File: config.mk
export PLATFORM = sky130hd
export DESIGN_NAME = led_sequence_ctrl
export DESIGN_NICKNAME = d
export VERILOG_FILES = /design/src/rtl/led_pkg.sv /design/src/rtl/led_sequence_ctrl_tick_prescaler.sv /design/src/rtl/led_sequence_ctrl.sv
export SDC_FILE = /design/constraint.sdc
export NUM_CORES = 1
export LEC_CHECK = 0
export BUFFER_PORTS_ARGS = -buffer_cell sky130_fd_sc_hd__buf_2
export CORE_MARGIN = 2
export CORE_UTILIZATION = 50
export DETAILED_ROUTE_END_ITERATION = 10
export GPL_TIMING_DRIVEN = 0
export PLACE_DENSITY = 0.73
export SLEW_MARGIN = 10
export SYNTH_ARGS = -nofsm -noshare
export SYNTH_HDL_FRONTEND = slang
export SYNTH_SLANG_ARGS = --single-unit
File: constraint.sdc
create_clock -name clk -period 16.9 [get_ports clk]
set_input_delay 0.845 -clock clk [delete_from_list [all_inputs] [get_ports clk]]
set_output_delay 0.845 -clock clk [all_outputs]
set_load 0.1 [all_outputs]
File: src/rtl/led_pkg.sv
// Shared types and helpers for the LED step sequencer.
// The step record is declared inside the top because its duration width is a top parameter.
package led_pkg;

    localparam int LED_W = 8;

    typedef enum logic {
        IDLE = 1'b0,
        PLAY = 1'b1
    } state_e;

    function automatic int calc_tick_div(input int clk_freq, input int tick_hz);
        return clk_freq / tick_hz;
    endfunction

endpackage

File: src/rtl/led_sequence_ctrl_tick_prescaler.sv
// Free-running divider: one-cycle tick every DIV clocks, restartable via clr.
module tick_prescaler #(
    parameter int DIV = 10
) (
    input  logic clk,
    input  logic rst,
    input  logic clr,
    output logic tick
);
    localparam int W = (DIV > 1) ? $clog2(DIV) : 1;

    logic [W-1:0] cnt_q, cnt_d;

    assign tick = (cnt_q == W'(DIV - 1));

    always_comb begin
        cnt_d = cnt_q + 1'b1;
        if (clr || tick) cnt_d = '0;
    end

    always_ff @(posedge clk or posedge rst) begin
        if (rst) cnt_q <= '0;
        else     cnt_q <= cnt_d;
    end

endmodule

File: src/rtl/led_sequence_ctrl.sv
// Plays a loaded table of (pattern, duration) steps on the LED bank, once or looped.
// Durations are counted in prescaler ticks; a zero duration still lasts one tick.
module led_sequence_ctrl
    import led_pkg::*;
#(
    parameter int CLK_FREQ  = 25_000_000,
    parameter int TICK_HZ   = 1000,
    parameter int NUM_STEPS = 8,
    parameter int DUR_W     = 16
) (
    input  logic                         clk,
    input  logic                         rst,
    input  logic                         cfg_valid,
    output logic                         cfg_ready,
    input  logic [$clog2(NUM_STEPS)-1:0] cfg_addr,
    input  logic [LED_W-1:0]             cfg_pattern,
    input  logic [DUR_W-1:0]             cfg_duration,
    input  logic                         cfg_last,
    input  logic                         start,
    input  logic                         stop,
    input  logic                         loop_en,
    output logic [LED_W-1:0]             leds,
    output logic                         busy,
    output logic [$clog2(NUM_STEPS)-1:0] step_idx,
    output logic                         done
);
    localparam int TICK_DIV = calc_tick_div(CLK_FREQ, TICK_HZ);
    localparam int IDX_W    = $clog2(NUM_STEPS);

    typedef struct packed {
        logic [LED_W-1:0] pattern;
        logic [DUR_W-1:0] duration;
    } step_t;

    state_e             state_q, state_d;
    step_t              tbl_q [NUM_STEPS];
    logic [IDX_W-1:0]   idx_q, idx_d, end_q, end_d, nxt;
    logic [DUR_W-1:0]   rem_q, rem_d;
    logic [LED_W-1:0]   leds_q, leds_d;
    logic               done_q, done_d;
    logic               tick, clr, wr_en;

    function automatic logic [DUR_W-1:0] step_ticks(input logic [DUR_W-1:0] d);
        return (d == '0) ? DUR_W'(1) : d;
    endfunction

    assign wr_en = cfg_valid && (state_q == IDLE);
    // stop beats start in IDLE, so a suppressed start must not disturb the prescaler
    assign clr   = (state_q == IDLE) && start && !stop;

    tick_prescaler #(.DIV(TICK_DIV)) u_prescaler (
        .clk  (clk),
        .rst  (rst),
        .clr  (clr),
        .tick (tick)
    );

    always_comb begin
        state_d = state_q;
        idx_d   = idx_q;
        end_d   = end_q;
        rem_d   = rem_q;
        leds_d  = leds_q;
        done_d  = 1'b0;
        nxt     = (idx_q == end_q) ? '0 : idx_q + 1'b1;
        case (state_q)
            IDLE: begin
                if (wr_en && cfg_last) end_d = cfg_addr;
                if (clr) begin
                    state_d = PLAY;
                    idx_d   = '0;
                    rem_d   = step_ticks(tbl_q[0].duration);
                    leds_d  = tbl_q[0].pattern;
                end
            end
            PLAY: begin
                if (stop) begin
                    state_d = IDLE;
                    idx_d   = '0;
                    leds_d  = '0;
                end else if (tick) begin
                    if (rem_q != DUR_W'(1)) begin
                        rem_d = rem_q - 1'b1;
                    end else if (idx_q != end_q || loop_en) begin
                        idx_d  = nxt;
                        rem_d  = step_ticks(tbl_q[nxt].duration);
                        leds_d = tbl_q[nxt].pattern;
                    end else begin
                        state_d = IDLE;
                        idx_d   = '0;
                        leds_d  = '0;
                        done_d  = 1'b1;
                    end
                end
            end
            default: state_d = IDLE;
        endcase
    end

    always_ff @(posedge clk or posedge rst) begin
        if (rst) begin
            state_q <= IDLE;
            idx_q   <= '0;
            end_q   <= '0;
            rem_q   <= '0;
            leds_q  <= '0;
            done_q  <= 1'b0;
        end else begin
            state_q <= state_d;
            idx_q   <= idx_d;
            end_q   <= end_d;
            rem_q   <= rem_d;
            leds_q  <= leds_d;
            done_q  <= done_d;
        end
    end

    always_ff @(posedge clk or posedge rst) begin
        if (rst) begin
            for (int i = 0; i < NUM_STEPS; i++) tbl_q[i] <= '0;
        end else if (wr_en) begin
            tbl_q[cfg_addr] <= '{pattern: cfg_pattern, duration: cfg_duration};
        end
    end

    assign leds      = leds_q;
    assign busy      = (state_q == PLAY);
    assign cfg_ready = (state_q == IDLE);
    assign step_idx  = idx_q;
    assign done      = done_q;

endmodule

# Word level (Yosys, flattened, before mapping)
# Cells that the tools add are included.
[op_classes]
eq_ne = 10
shifts = 0
muxes = 39
order_cmp = 3
n_mul = 0
reduce_logical = 13
div_mod_pow = 0
bitwise_logic = 3
add_sub_neg = 3
[op_table]
columns = ["cell", "n"]
rows = [
  ["192-bit bitwise mux", 1],
  ["16-bit 2-to-1 mux", 7],
  ["24-bit binary-select mux with 3-bit select", 1],
  ["24-bit demux with 3-bit select", 1],
  ["24-bit 2-to-1 mux", 3],
  ["8-bit 2-to-1 mux", 5],
  ["16-bit logical NOT", 2],
  ["16-bit one-hot mux with 2 select lines", 1],
  ["3-bit 2-to-1 mux", 6],
  ["16-bit by 1-bit inequality test with 1-bit output, second input constant", 1],
  ["8-bit one-hot mux with 2 select lines", 1],
  ["16-bit by 1-bit subtractor with 16-bit output, second input constant", 1],
  ["15-bit by 1-bit adder with 15-bit output, second input constant", 1],
  ["15-bit equality test, second input constant", 1],
  ["15-bit 2-to-1 mux", 1],
  ["1-bit 2-to-1 mux", 10],
  ["4-bit greater-or-equal comparator, second input constant", 2],
  ["3-bit NOT with 4-bit output", 2],
  ["3-bit one-hot mux with 2 select lines", 1],
  ["1-bit logical AND", 5],
  ["4-bit by 1-bit < comparator with 1-bit output, second input constant", 1],
  ["2-bit by 1-bit inequality test with 1-bit output, second input constant", 2],
  ["4-bit AND reduction", 1],
  ["3-bit by 1-bit adder with 3-bit output, second input constant", 1],
  ["other kinds (12)", 13],
]
[totals]
ff_bits = 239
memories = 0
word_cells = 94
latch_bits = 0
rom_bits = 0
mem_bits_rw = 0
inputBits = 34

# Depth between registers and ports, before layout
# Gate-level depths: netlist (run 1).
[logic_depth]
word_depth = 13
depth_mapped = 11
ltp_nobuf = 10

# By module
# A second synthesis (run 1) with hierarchy kept.
[unflattened]
hier_cells = 961
hier_area_um2 = 11698.7
[modules_own_cells]
columns = ["mod", "seq_area_each_um2", "area_each_um2", "instances", "cells_per_inst"]
rows = [
  ["led_sequence_ctrl", 5605.4, 10909.2, 1, 885],
  ["tick_prescaler", 375.4, 789.5, 1, 76],
]

# Least setup slack after synthesis (run 1)
# Ideal clock, no wire load.
[synth_timing]
path_type = "register to register"
startpoint = "register idx_q[0] (netlist: step_idx[0])"
endpoint = "register rem_q[0]"
stages_incl_launch_ff = 10
synth_period_minus_slack_ns = 2.991
required_ns = 16.814
slack_ns = 13.909
arrival_ns = 2.905
setup_ns = 0.086
path_buffers = 2
path_cell_list = "dfrtp_1 -> buf_2 -> buf_1 -> mux2_2 -> a221oi_1 -> a32o_1 -> nand4_1 -> nor4_1 -> nor3_1 -> o221ai_2"
[synth_via]
elab_chain_len = 13
elab_cells_between_ends = 18
classes_between = "add/sub (1); eq/ne (3); mux (10); bitwise (1); reduce/logical (3)"
[synth_lines]
columns = ["item", "line", "text"]
rows = [
  ["from (decl)", "led_sequence_ctrl.sv:37", "logic [IDX_W-1:0] idx_q, idx_d, end_q, end_d, nxt;"],
  ["from (signal assigned)", "led_sequence_ctrl.sv:110", "idx_q <= idx_d;"],
  ["3-bit by 1-bit adder with 3-bit output or 3-bit equality test (tied branches)", "led_sequence_ctrl.sv:65", "nxt = (idx_q == end_q) ? '0 : idx_q + 1'b1;"],
  ["3-bit 2-to-1 mux", "led_sequence_ctrl.sv:65", ""],
  ["3-bit NOT with 4-bit output (implied by the code)", "led_sequence_ctrl.sv:86", "rem_d = step_ticks(tbl_q[nxt].duration);"],
  ["24-bit binary-select mux with 3-bit select", "led_sequence_ctrl.sv:86", ""],
  ["24-bit 2-to-1 mux (2 in series)", "-", ""],
  ["16-bit logical NOT", "led_sequence_ctrl.sv:44", "return (d == '0) ? DUR_W'(1) : d;"],
  ["16-bit 2-to-1 mux", "led_sequence_ctrl.sv:44", ""],
  ["16-bit 2-to-1 mux", "led_sequence_ctrl.sv:84", "end else if (idx_q != end_q || loop_en) begin"],
  ["16-bit 2-to-1 mux", "led_sequence_ctrl.sv:82", "if (rem_q != DUR_W'(1)) begin"],
  ["16-bit 2-to-1 mux", "led_sequence_ctrl.sv:81", "end else if (tick) begin"],
  ["16-bit 2-to-1 mux", "led_sequence_ctrl.sv:77", "if (stop) begin"],
  ["16-bit one-hot mux with 2 select lines", "led_sequence_ctrl.sv:66", "case (state_q)"],
  ["to (signal assigned)", "led_sequence_ctrl.sv:112", "rem_q <= rem_d;"],
  ["to (decl)", "led_sequence_ctrl.sv:38", "logic [DUR_W-1:0] rem_q, rem_d;"],
]
# Parallel ways exist; a longest one is shown, timed or not. The select of a mux whose other input is x is not followed.
# A chain may end at the register's enable or synchronous reset.

# Worst setup path after layout (run 1)
[layout_timing]
startpoint = "register idx_q[0] (netlist: step_idx[0])"
endpoint = "register leds_q[1] (netlist: leds[1])"
[layout_via]
elab_chain_len = 11
elab_cells_between_ends = 14
classes_between = "add/sub (1); eq/ne (2); mux (9); bitwise (1); reduce/logical (1)"
[layout_lines]
columns = ["item", "line", "text"]
rows = [
  ["3-bit by 1-bit adder with 3-bit output or 3-bit equality test (tied branches)", "led_sequence_ctrl.sv:65", ""],
  ["3-bit 2-to-1 mux", "led_sequence_ctrl.sv:65", ""],
  ["3-bit NOT with 4-bit output (implied by the code)", "led_sequence_ctrl.sv:87", "leds_d = tbl_q[nxt].pattern;"],
  ["24-bit binary-select mux with 3-bit select", "led_sequence_ctrl.sv:87", ""],
  ["24-bit 2-to-1 mux (implied by the code) (2 in series)", "led_sequence_ctrl.sv:87", ""],
  ["8-bit 2-to-1 mux (*)", "led_sequence_ctrl.sv:84", ""],
  ["8-bit 2-to-1 mux (*)", "led_sequence_ctrl.sv:82", ""],
  ["8-bit 2-to-1 mux (*)", "led_sequence_ctrl.sv:81", ""],
  ["8-bit 2-to-1 mux (*)", "led_sequence_ctrl.sv:77", ""],
  ["8-bit one-hot mux with 2 select lines (*)", "led_sequence_ctrl.sv:66", ""],
  ["to (signal assigned)", "led_sequence_ctrl.sv:113", "leds_q <= leds_d;"],
  ["to (decl)", "led_sequence_ctrl.sv:39", "logic [LED_W-1:0] leds_q, leds_d;"],
]
# Mark *: on every way between the ends. The rest lies on a longest branch, timed or not. The select of a mux whose other input is x is not followed.

==> impl_metrics.yaml, run 1 <==
floorplanning:
  io-pin-count: 48
  coreArea_um2: 22800
  fp.dieH_um: 157
  row_count: 55
  die-area_um2: 24500
  die_w_um: 157
  initial_utilization: 0.512
drt:
  drt-initial-drc-count: 644
  final_antenna_net_count: 0
  routed-via-count: 7990
  routedWlPerCell_um: 21.5
  detail_route.vias_per_cell: 5.91
  routed_wirelength_mm: 29.0
  route.detailed.drc: 0
  drtPass1Iterations: 5
synth:
  netlist_top_cells_area: "dfrtp_1, mux2_2, mux2i_1, nand2_1, nor2b_1"
  synth.yosys.warnings: 0
  synth-main-ff-cell: "dfrtp_1"
  synth_edf_count: 0
  post_synth_most_frequent_cells: "dfrtp_1, mux2_2, nand2_1, nor2_1, mux2i_1"
  post_synth_top_area_share: 0.513
  postSynthAreaPerCell_um2: 12.3
  library_cell_with_the_largest_summed_area_after_synthesis: "dfrtp_1"
  synth_seq_area_share: 0.513
  number_of_distinct_library_cells_after_synthesis: 59
  postSynth.asyncResetShare: 1.00
  syn_area_um2: 11700
  synth.most_common_cell: "dfrtp_1"
  syn_nets: 982
  netlist_instances: 944
  ys_seq_elements: 239
clock_network:
  htreeDepth: 1
  clock-root-buffer: "clkbuf_16"
  tritoncts: "yes"
  clk_pin_slew_worst_paths_ns: 0.06
  tritoncts.num_buffers: 26
  worst_skew_pair.late_latency_ns: 0.54
  clkSinkCount: 239
  clockBufferDepth: 3
  cts_setup_buffers: 0
  ctsResizeCount: 0
  cts_hold_buf: 0
run_status:
  run_status: "finished clean"
setup_path:
  critical_path_start_type: "flop"
  critPathCaptureType: "flop"
  r2r_cells: 9
  critical_path.top_delay_family: "compound AO/OA/AOI/OAI gates"
  critical-path-max-stage-delay_ns: 1.06
  critical_path.cell_chain: "ha_1 -> xnor2_1 -> a31o_2 -> buf_2 -> buf_2 -> a211oi_1 -> a21oi_1 -> a2bb2oi_1 -> o21ai_2"
  critical_path_arrival_ns: 4.06
  worst-path-buf-inv: 2
  timing.reg2reg.setup_slack_ns: 13.26
  required_time_reported_for_the_critical_path_endpoint_ns: 17.32
  critical_path_class: "reg -> reg"
  cell_repeated_most_along_the_worst_path: "buf_2"
  worst-path-max-fanout: 10
  crit_slowest_cell: "xnor2_1"
  cp.depth: 9
placed_design:
  number_of_port_buffers: 45
  gp_congestion: 0.931
  hpwl_mm: 19.7
  place_inst: 1304
power:
  irDropWorstVdd_mv: 0.0666
  p_leak_nw: 5.60
  cellPowerDensity_nw_per_um2: 140
cells_and_area:
  nets: 1057
  diodes: 0
  drive_above_1_share: 0.357
  layout.cells.non_filler: 1351
  fill_cells: 1862
  final_core_utilization: 0.581
  area_growth_pct: 13.6
timing:
  layout_worst_path_cycle_share: 0.215
  finalSetupViolations: 0
  period_minus_slack_ns: 3.64
  clock-skew-final_ns: 0.0208
  slew_viol_final: 0
  grt_setup_unrepaired: "no"
  timing.slew.headroom: 0.0905
  tns_ns: 0
  worst_slew_pin_tran_ns: 1.35
  timing_hold_violations_final: 0
  max_clock_freq_mhz: 275
grt:
  global_route.overflow_total: 0
  antenna_found_initial: 0
  grt_pass1_vias: 8244
  wire_length_of_the_first_global_routing_pass_mm: 46.7
  globalRouteTotalUtil: 0.245
  pin_count_of_the_biggest_net_entering_global_routing: 98
flow_run:
  cap_viol_max_count: 0
hold_path:
  hold_path_class: "in -> async"
## flip-flops by register name (all words and copies together) (netlist names)
| register | cells |
|---|---|
| done | 1 |
| end_q | 3 |
| rem_q | 16 |
| busy | 1 |
| leds | 8 |
| step_idx | 3 |
| tbl_q | 192 |
| u_prescaler.cnt_q | 15 |
## area by class of cell
class / instances / area [µm²] / share of cell area
inverter: 8 / 37.5 / 0.00284
tap: 313 / 392 / 0.0296
sequential: 239 / 5980 / 0.452
buffer: 57 / 304 / 0.0230
timing repair buffer: 47 / 280 / 0.0212
clock buffer: 30 / 686 / 0.0518
multi-input combinational: 640 / 5340 / 0.404
clock inverter: 17 / 213 / 0.0161
## through the flow
stage               setup WS [ns]  area [µm²]  total power (W)  hold WS [ns]
floorplan                    9.50       11700          0.00113         0.433
global placement             6.79       12300          0.00124         0.450
detailed placement          13.25       12300          0.00126         0.467
CTS                         13.39       13200          0.00185         0.365
global route                13.21       13200          0.00194         0.401
finish                      13.26       13200          0.00185         0.352
## final timing paths
check,start,end
min in group clk,u_prescaler.cnt_q[0]$_DFF_PP0_,u_prescaler.cnt_q[0]$_DFF_PP0_
min,rst,leds[0]$_DFFE_PP0P_
max in group asynchronous,rst,tbl_q[131]$_DFFE_PP0P_
min reg2reg,u_prescaler.cnt_q[0]$_DFF_PP0_,u_prescaler.cnt_q[0]$_DFF_PP0_
max reg2reg,step_idx[0]$_DFFE_PP0P_,leds[1]$_DFFE_PP0P_
max,step_idx[0]$_DFFE_PP0P_,leds[1]$_DFFE_PP0P_
## layer usage
metal | global-route usage | vias up | routed length [µm] | share of wire
li1 | - | 3590 | - | -
met1 | 0.361 | 4124 | 13400 | 0.46
met5 | 0 | - | 0 | 0
met2 | 0.381 | 234 | 13400 | 0.46
met3 | 0.0377 | 42 | 1640 | 0.057
met4 | 0.0647 | 0 | 564 | 0.019
## layout by cell type (no fill, tap or decap), types with 10 or more instances in the layout
master,Yosys,routed
clkbuf_16,0,26
a21oi_1,26,26
nand3_1,11,11
o21ai_0,33,32
buf_2,14,59
a221oi_1,15,15
clkbuf_1,32,34
xnor2_1,10,10
o21ai_1,14,15
nor2_1,42,42
nand2_2,11,11
mux2_2,210,210
nor2b_1,32,32
a32o_1,15,15
mux2i_1,37,37
dfrtp_1,239,239
a211oi_1,16,16
nand2_1,58,58
xor2_1,19,19
## where the power goes
part / internal [W] / total (W) / switching [W]
Combinational: 0.000208 / 0.000458 / 0.000250
Sequential: 0.000710 / 0.000800 / 0.0000896
Clock: 0.000354 / 0.000592 / 0.000238
Total: 0.00127 / 0.00185 / 0.000578
## kinds of logic after synthesis
group / count (synthesis) / share of synthesized area
XOR/XNOR: 29 / 0.0218
multiplexers: 255 / 0.250
buffers and inverters: 65 / 0.0287
AO/OA/AOI/OAI: 157 / 0.0965
AND/OR/NAND/NOR: 195 / 0.0853
adder cells (fa/ha/maj): 4 / 0.00430
flip-flops: 239 / 0.513
Power figures use the tool's default switching activity.
==> run 2, diff against run 1 <==
- clock period: 16.9 -> 3.6 ns (I/O delays scaled with it)
==> run 2 against run 1 <==
  * Maximum frequency grew 7.5%
  * Largest cell class unchanged
  * Critical endpoint is now leds[7]$_DFFE_PP0P_
  * Final area increased by 1.6%
  * Highest routed layer unchanged
  * Critical path depth unchanged
  * Sequential cell count unchanged
  * Via count is 0.26% higher
==> impl_metrics.yaml, run 2 (same netlist as run 1, synthesis figures left out) <==
timing:
  grt_setup_unrepaired: "no"
  timing.slew.headroom: 0.387
  timing_hold_violations_final: 0
  timing.hold.ws_ns: 0.0151
  finalSetupViolations: 0
  slew_viol_final: 0
  worst_slew_pin_tran_ns: 0.916
  clock-skew-final_ns: 0.0108
  period_minus_slack_ns: 3.39
  max_clock_freq_mhz: 295
  layout_worst_path_cycle_share: 0.940
  tns_ns: 0
hold_path:
  hold_path_class: "in -> reg"
  holdCritStartpoint: "cfg_duration[6]"
floorplanning:
  row_count: 55
  initial_utilization: 0.512
  die_w_um: 157
  die-area_um2: 24500
  fp.dieH_um: 157
  coreArea_um2: 22800
  io-pin-count: 48
grt:
  grt_pass1_vias: 8257
  wire_length_of_the_first_global_routing_pass_mm: 46.9
  pin_count_of_the_biggest_net_entering_global_routing: 39
  globalRouteTotalUtil: 0.246
  global_route.overflow_total: 0
  antenna_found_initial: 1
drt:
  routedWlPerCell_um: 21.2
  routed_wirelength_mm: 29.0
  drt-initial-drc-count: 630
  final_antenna_net_count: 0
  detail_route.vias_per_cell: 5.84
  routed-via-count: 8011
  route.detailed.drc: 0
  drtPass1Iterations: 5
clock_network:
  htreeDepth: 1
  clkSinkCount: 239
  tritoncts.num_buffers: 26
  clock-root-buffer: "clkbuf_16"
  clockBufferDepth: 3
  tritoncts: "yes"
  clk_pin_slew_worst_paths_ns: 0.06
  worst_skew_pair.late_latency_ns: 0.53
  cts_setup_buffers: 0
setup_path:
  timing.reg2reg.setup_slack_ns: 0.21
  worst_r2r_startpoint: "step_idx[1]$_DFFE_PP0P_"
  critical_path_start_type: "flop"
  critical_path.startpoint: "step_idx[1]$_DFFE_PP0P_"
  required_time_reported_for_the_critical_path_endpoint_ns: 4.02
  critical_path_class: "reg -> reg"
  critical_path_arrival_ns: 3.80
  worst-path-max-fanout: 10
  critPathCaptureType: "flop"
cells_and_area:
  drive_above_1_share: 0.352
  layout.cells.non_filler: 1372
  fill_cells: 1812
  nets: 1076
  flip_flop_count_of_the_largest_register_all_copies_and_words_added: 192
  area_growth_pct: 15.4
  regMostFlops: "tbl_q"
  layout_commonest_cell: "dfrtp_1"
  layout_common_cells: "dfrtp_1, mux2_2, buf_2, nand2_1, nor2_1"
  final_core_utilization: 0.590
  reg_top3: "tbl_q: 192 flops, rem_q: 16 flops, u_prescaler.cnt_q: 15 flops"
flow_run:
  cap_viol_max_count: 0
power:
  p_leak_nw: 5.69
  overall_power_w: 0.00867
  cellPowerDensity_nw_per_um2: 645
  irDropWorstVdd_mv: 0.319
run_status:
  run_status: "finished clean"
placed_design:
  gp_congestion: 0.944
  number_of_port_buffers: 45
  place_inst: 1309
  hpwl_mm: 20.0
==> run 2: cell count changes in the layout (fill, tap and decap cells not counted), moves of 2 or more <==
cell           previous run  this run
buf_12                    1         7
buf_16                    2         0
clkbuf_1                 34        41
clkbuf_8                  2         4
clkinv_2                  7         4
clkinvlp_4                4         1
dlygate4sd3_1             0        14
inv_8                     2         0
==> run 2: stage by stage <==
step	area (µm²)	setup slack (ns)
3_3_place_gp	12300	-1.17
4_1_cts	13400	0.0960
5_1_grt	13400	0.141
2_1_floorplan	11700	0.286
6_report	13400	0.215
3_5_place_dp	12400	0.109
==> run 2: critical path, cell delays in order, from the launching register on <==
cell and delay, ns:
dfrtp_1 0.43, ha_1 0.52, clkbuf_1 0.56, and2_1 0.23, clkbuf_1 0.46, clkbuf_1 0.55
a211oi_1 0.09, a21oi_1 0.16, a2bb2oi_1 0.20, o21ai_2 0.06
==> run 2: worst paths after layout <==
kind                       cells after the start                              to
max in group asynchronous                      7            tbl_q[2]$_DFFE_PP0P_
setup reg to reg                               9             leds[7]$_DFFE_PP0P_
setup / recovery                               9             leds[7]$_DFFE_PP0P_
hold reg to reg                                1  u_prescaler.cnt_q[0]$_DFF_PP0_
min in group asynchronous                      3             leds[0]$_DFFE_PP0P_
hold / removal                                 2          tbl_q[150]$_DFFE_PP0P_
==> run 2: layout make-up <==
type | count | area (µm²) | share of cell area
sequential | 239 | 5980 | 0.445
multi-input combinational | 640 | 5360 | 0.398
clock buffer | 40 | 764 | 0.0569
timing repair buffer | 66 | 493 | 0.0367
tap | 313 | 392 | 0.0291
buffer | 57 | 304 | 0.0226
clock inverter | 8 | 119 | 0.00884
inverter | 8 | 33.8 | 0.00251
antenna | 1 | 2.50 | 0.000186
==> run 2: where the power goes <==
part	switching (W)	internal (W)	leakage [nW]
sequential	0.000415	0.00333	2.91
clock	0.00108	0.00167	0.435
combinational	0.00117	0.000995	2.34
==> run 2: metal layers <==
metal	track usage	vias up	share of wire
li1	-	3630	-
met1	0.360	4097	0.46
met2	0.382	240	0.46
met3	0.0399	44	0.065
met4	0.0673	0	0.021
met5	0	-	0
==> run 2: what timing repair did <==
| item | CTS | global route |
|---|---|---|
| resized for setup | 0 | 1 |
| hold buffers | 14 | 0 |
| hold endpoints to repair | 83 | 0 |
| setup endpoints to repair | 0 | 3 |
==> run 3, diff against run 2 <==
- BUFFER_PORTS_ARGS: -buffer_cell sky130_fd_sc_hd__buf_2 -> -buffer_cell sky130_fd_sc_hd__buf_4
- CTS_CLUSTER_SIZE: not set -> 25
- RECOVER_POWER: not set -> 50
==> run 3 against run 2 <==
  * The run now ends with max-capacitance violations, max-slew violations left
  * Global-route usage barely moved
  * Power fell by 1.1%
  * Sequential cell count did not move
  * Via count up 2.8%
  * Final area grew 0.87%
  * Utilization increased by 0.51 points
  * Combinational power is essentially flat
  * Clock power shrank 4%
  * Final cell count grew 0.87%
  * Sequential share of layout area down 0.38 points
  * First-iteration DRC count up 1.9%
  * Largest power group unchanged
==> impl_metrics.yaml, run 3 (same netlist as run 1, synthesis figures left out) <==
floorplanning:
  initial_utilization: 0.512
  io-pin-count: 48
  die-area_um2: 24500
  die_w_um: 157
  coreArea_um2: 22800
  fp.dieH_um: 157
  row_count: 55
cells_and_area:
  layout_common_cells: "dfrtp_1, mux2_2, nand2_1, clkbuf_1, nor2_1"
  flip_flop_count_of_the_largest_register_all_copies_and_words_added: 192
  nets: 1091
  final_core_utilization: 0.595
  drive_above_1_share: 0.337
  layout_commonest_cell: "dfrtp_1"
  postLayoutCellArea_um2: 13600
  fill_cells: 1827
  layout.cells.non_filler: 1384
  area_growth_pct: 16.4
  diodes: 0
  reg_top3: "tbl_q: 192 flops, rem_q: 16 flops, u_prescaler.cnt_q: 15 flops"
  seqCellArea_um2: 5980
  regMostFlops: "tbl_q"
  multi_input_area_um2: 5360
timing:
  max_clock_freq_mhz: 303
  timing.slew.headroom: -0.329
  slew_viol_final: 74
  layout_worst_path_cycle_share: 0.916
  worst_slew_pin_tran_ns: 1.99
  period_minus_slack_ns: 3.30
  finalSetupViolations: 0
  clock-skew-final_ns: 0.0284
  tns_ns: 0
  grt_setup_unrepaired: "no"
  timing_hold_violations_final: 0
placed_design:
  place_inst: 1309
  hpwl_mm: 20.2
  gp_congestion: 0.940
  number_of_port_buffers: 45
  detailed_place.area_um2: 12500
drt:
  final_antenna_net_count: 0
  routedWlPerCell_um: 21.0
  route.detailed.drc: 0
  routed_wirelength_mm: 29.1
  drtPass1Iterations: 5
  detail_route.vias_per_cell: 5.95
  drt-initial-drc-count: 642
  routed-via-count: 8233
setup_path:
  cell_repeated_most_along_the_worst_path: "clkbuf_1"
  critical_path_start_type: "flop"
  critical-path-max-stage-delay_ns: 0.57
  critical_path.top_delay_family: "buffers and inverters"
  crit_slowest_cell: "clkbuf_1"
  critical_path_arrival_ns: 3.72
  worst-path-buf-inv: 3
  critical_path.cell_chain: "ha_1 -> clkbuf_1 -> and2_1 -> clkbuf_1 -> clkbuf_1 -> a211oi_1 -> a21oi_1 -> a2bb2oi_1 -> o21ai_2"
  worst-path-max-fanout: 10
  critPathCaptureType: "flop"
  critical_path_class: "reg -> reg"
  required_time_reported_for_the_critical_path_endpoint_ns: 4.02
grt:
  grt_pass1_vias: 8355
  pin_count_of_the_biggest_net_entering_global_routing: 40
  globalRouteTotalUtil: 0.246
  wire_length_of_the_first_global_routing_pass_mm: 47.1
  antenna_found_initial: 0
  global_route.overflow_total: 0
clock_network:
  clockBufferDepth: 3
  clock-root-buffer: "clkbuf_16"
  clk_pin_slew_worst_paths_ns: 0.06
  tritoncts: "yes"
  tritoncts.num_buffers: 26
  clkSinkCount: 239
  cts_setup_buffers: 0
  worst_skew_pair.late_latency_ns: 0.54
  htreeDepth: 1
power:
  p_leak_nw: 5.70
  cellPowerDensity_nw_per_um2: 632
  overall_power_w: 0.00858
  irDropWorstVdd_mv: 0.338
run_status:
  violations_in_the_final_reports: "max-capacitance violations, max-slew violations"
  run_status: "complete, but fails checks"
hold_path:
  hold_path_class: "in -> reg"
flow_run:
  cap_viol_max_count: 2
-- run 3: worst paths after layout --
| check | from | endpoint | slack, ns | cells past startpoint |
|---|---|---|---|---|
| max | step_idx[1]$_DFFE_PP0P_ | leds[7]$_DFFE_PP0P_ | 0.30 | 9 |
| min | cfg_last | end_q[1]$_DFFE_PP0P_ | 0.09 | 3 |
| max reg2reg | step_idx[1]$_DFFE_PP0P_ | leds[7]$_DFFE_PP0P_ | 0.30 | 9 |
| min reg2reg | u_prescaler.cnt_q[0]$_DFF_PP0_ | u_prescaler.cnt_q[0]$_DFF_PP0_ | 0.47 | 1 |
| max in group asynchronous | rst | tbl_q[25]$_DFFE_PP0P_ | 0.65 | 6 |
| min in group asynchronous | rst | leds[2]$_DFFE_PP0P_ | 0.27 | 3 |
-- run 3: layout make-up --
| cell class | instances | share of cell area |
|---|---|---|
| Clock inverter | 9 | 0.00849 |
| Inverter | 8 | 0.00231 |
| Multi-Input combinational cell | 640 | 0.395 |
| Clock buffer | 37 | 0.0547 |
| Buffer | 57 | 0.0224 |
| Timing Repair Buffer | 81 | 0.0472 |
| Tap cell | 313 | 0.0289 |
| Sequential cell | 239 | 0.441 |
-- run 3: power by group --
| part | switching [W] | total (W) | internal [W] |
|---|---|---|---|
| Clock | 0.00107 | 0.00265 | 0.00158 |
| Combinational | 0.00117 | 0.00217 | 0.00100 |
| Sequential | 0.000418 | 0.00375 | 0.00334 |
-- run 3: repair_timing --
| action | CTS | global route |
|---|---|---|
| hold buffers | 29 | 0 |
| hold endpoints to repair | 237 | 0 |
| setup endpoints to repair | 0 | 3 |
| gates resized for setup | 0 | 1 |
-- run 3: layer usage --
layer | routed length, µm | track usage
met2 | 13500 | 0.387
met5 | 0 | 0
met4 | 637 | 0.0712
met3 | 2000 | 0.0443
met1 | 13000 | 0.351
-- run 3: stage by stage --
step	hold slack, ns	setup WS [ns]
floorplan	0.243	0.286
global placement	0.364	-1.17
detailed placement	0.212	0.104
CTS	0.0629	0.0794
global route	0.0790	0.125
finish	0.0852	0.301
-- run 3: worst reg2reg max path, delay by kind of cell (launching register included) --
| family | cells | cell delay [ns] |
|---|---|---|
| buffers and inverters | 3 | 1.48 |
| adders and majority gates | 1 | 0.53 |
| DFF | 1 | 0.43 |
| and+or+nand+nor | 1 | 0.22 |
| AOI/OAI and AO/OA | 4 | 0.54 |
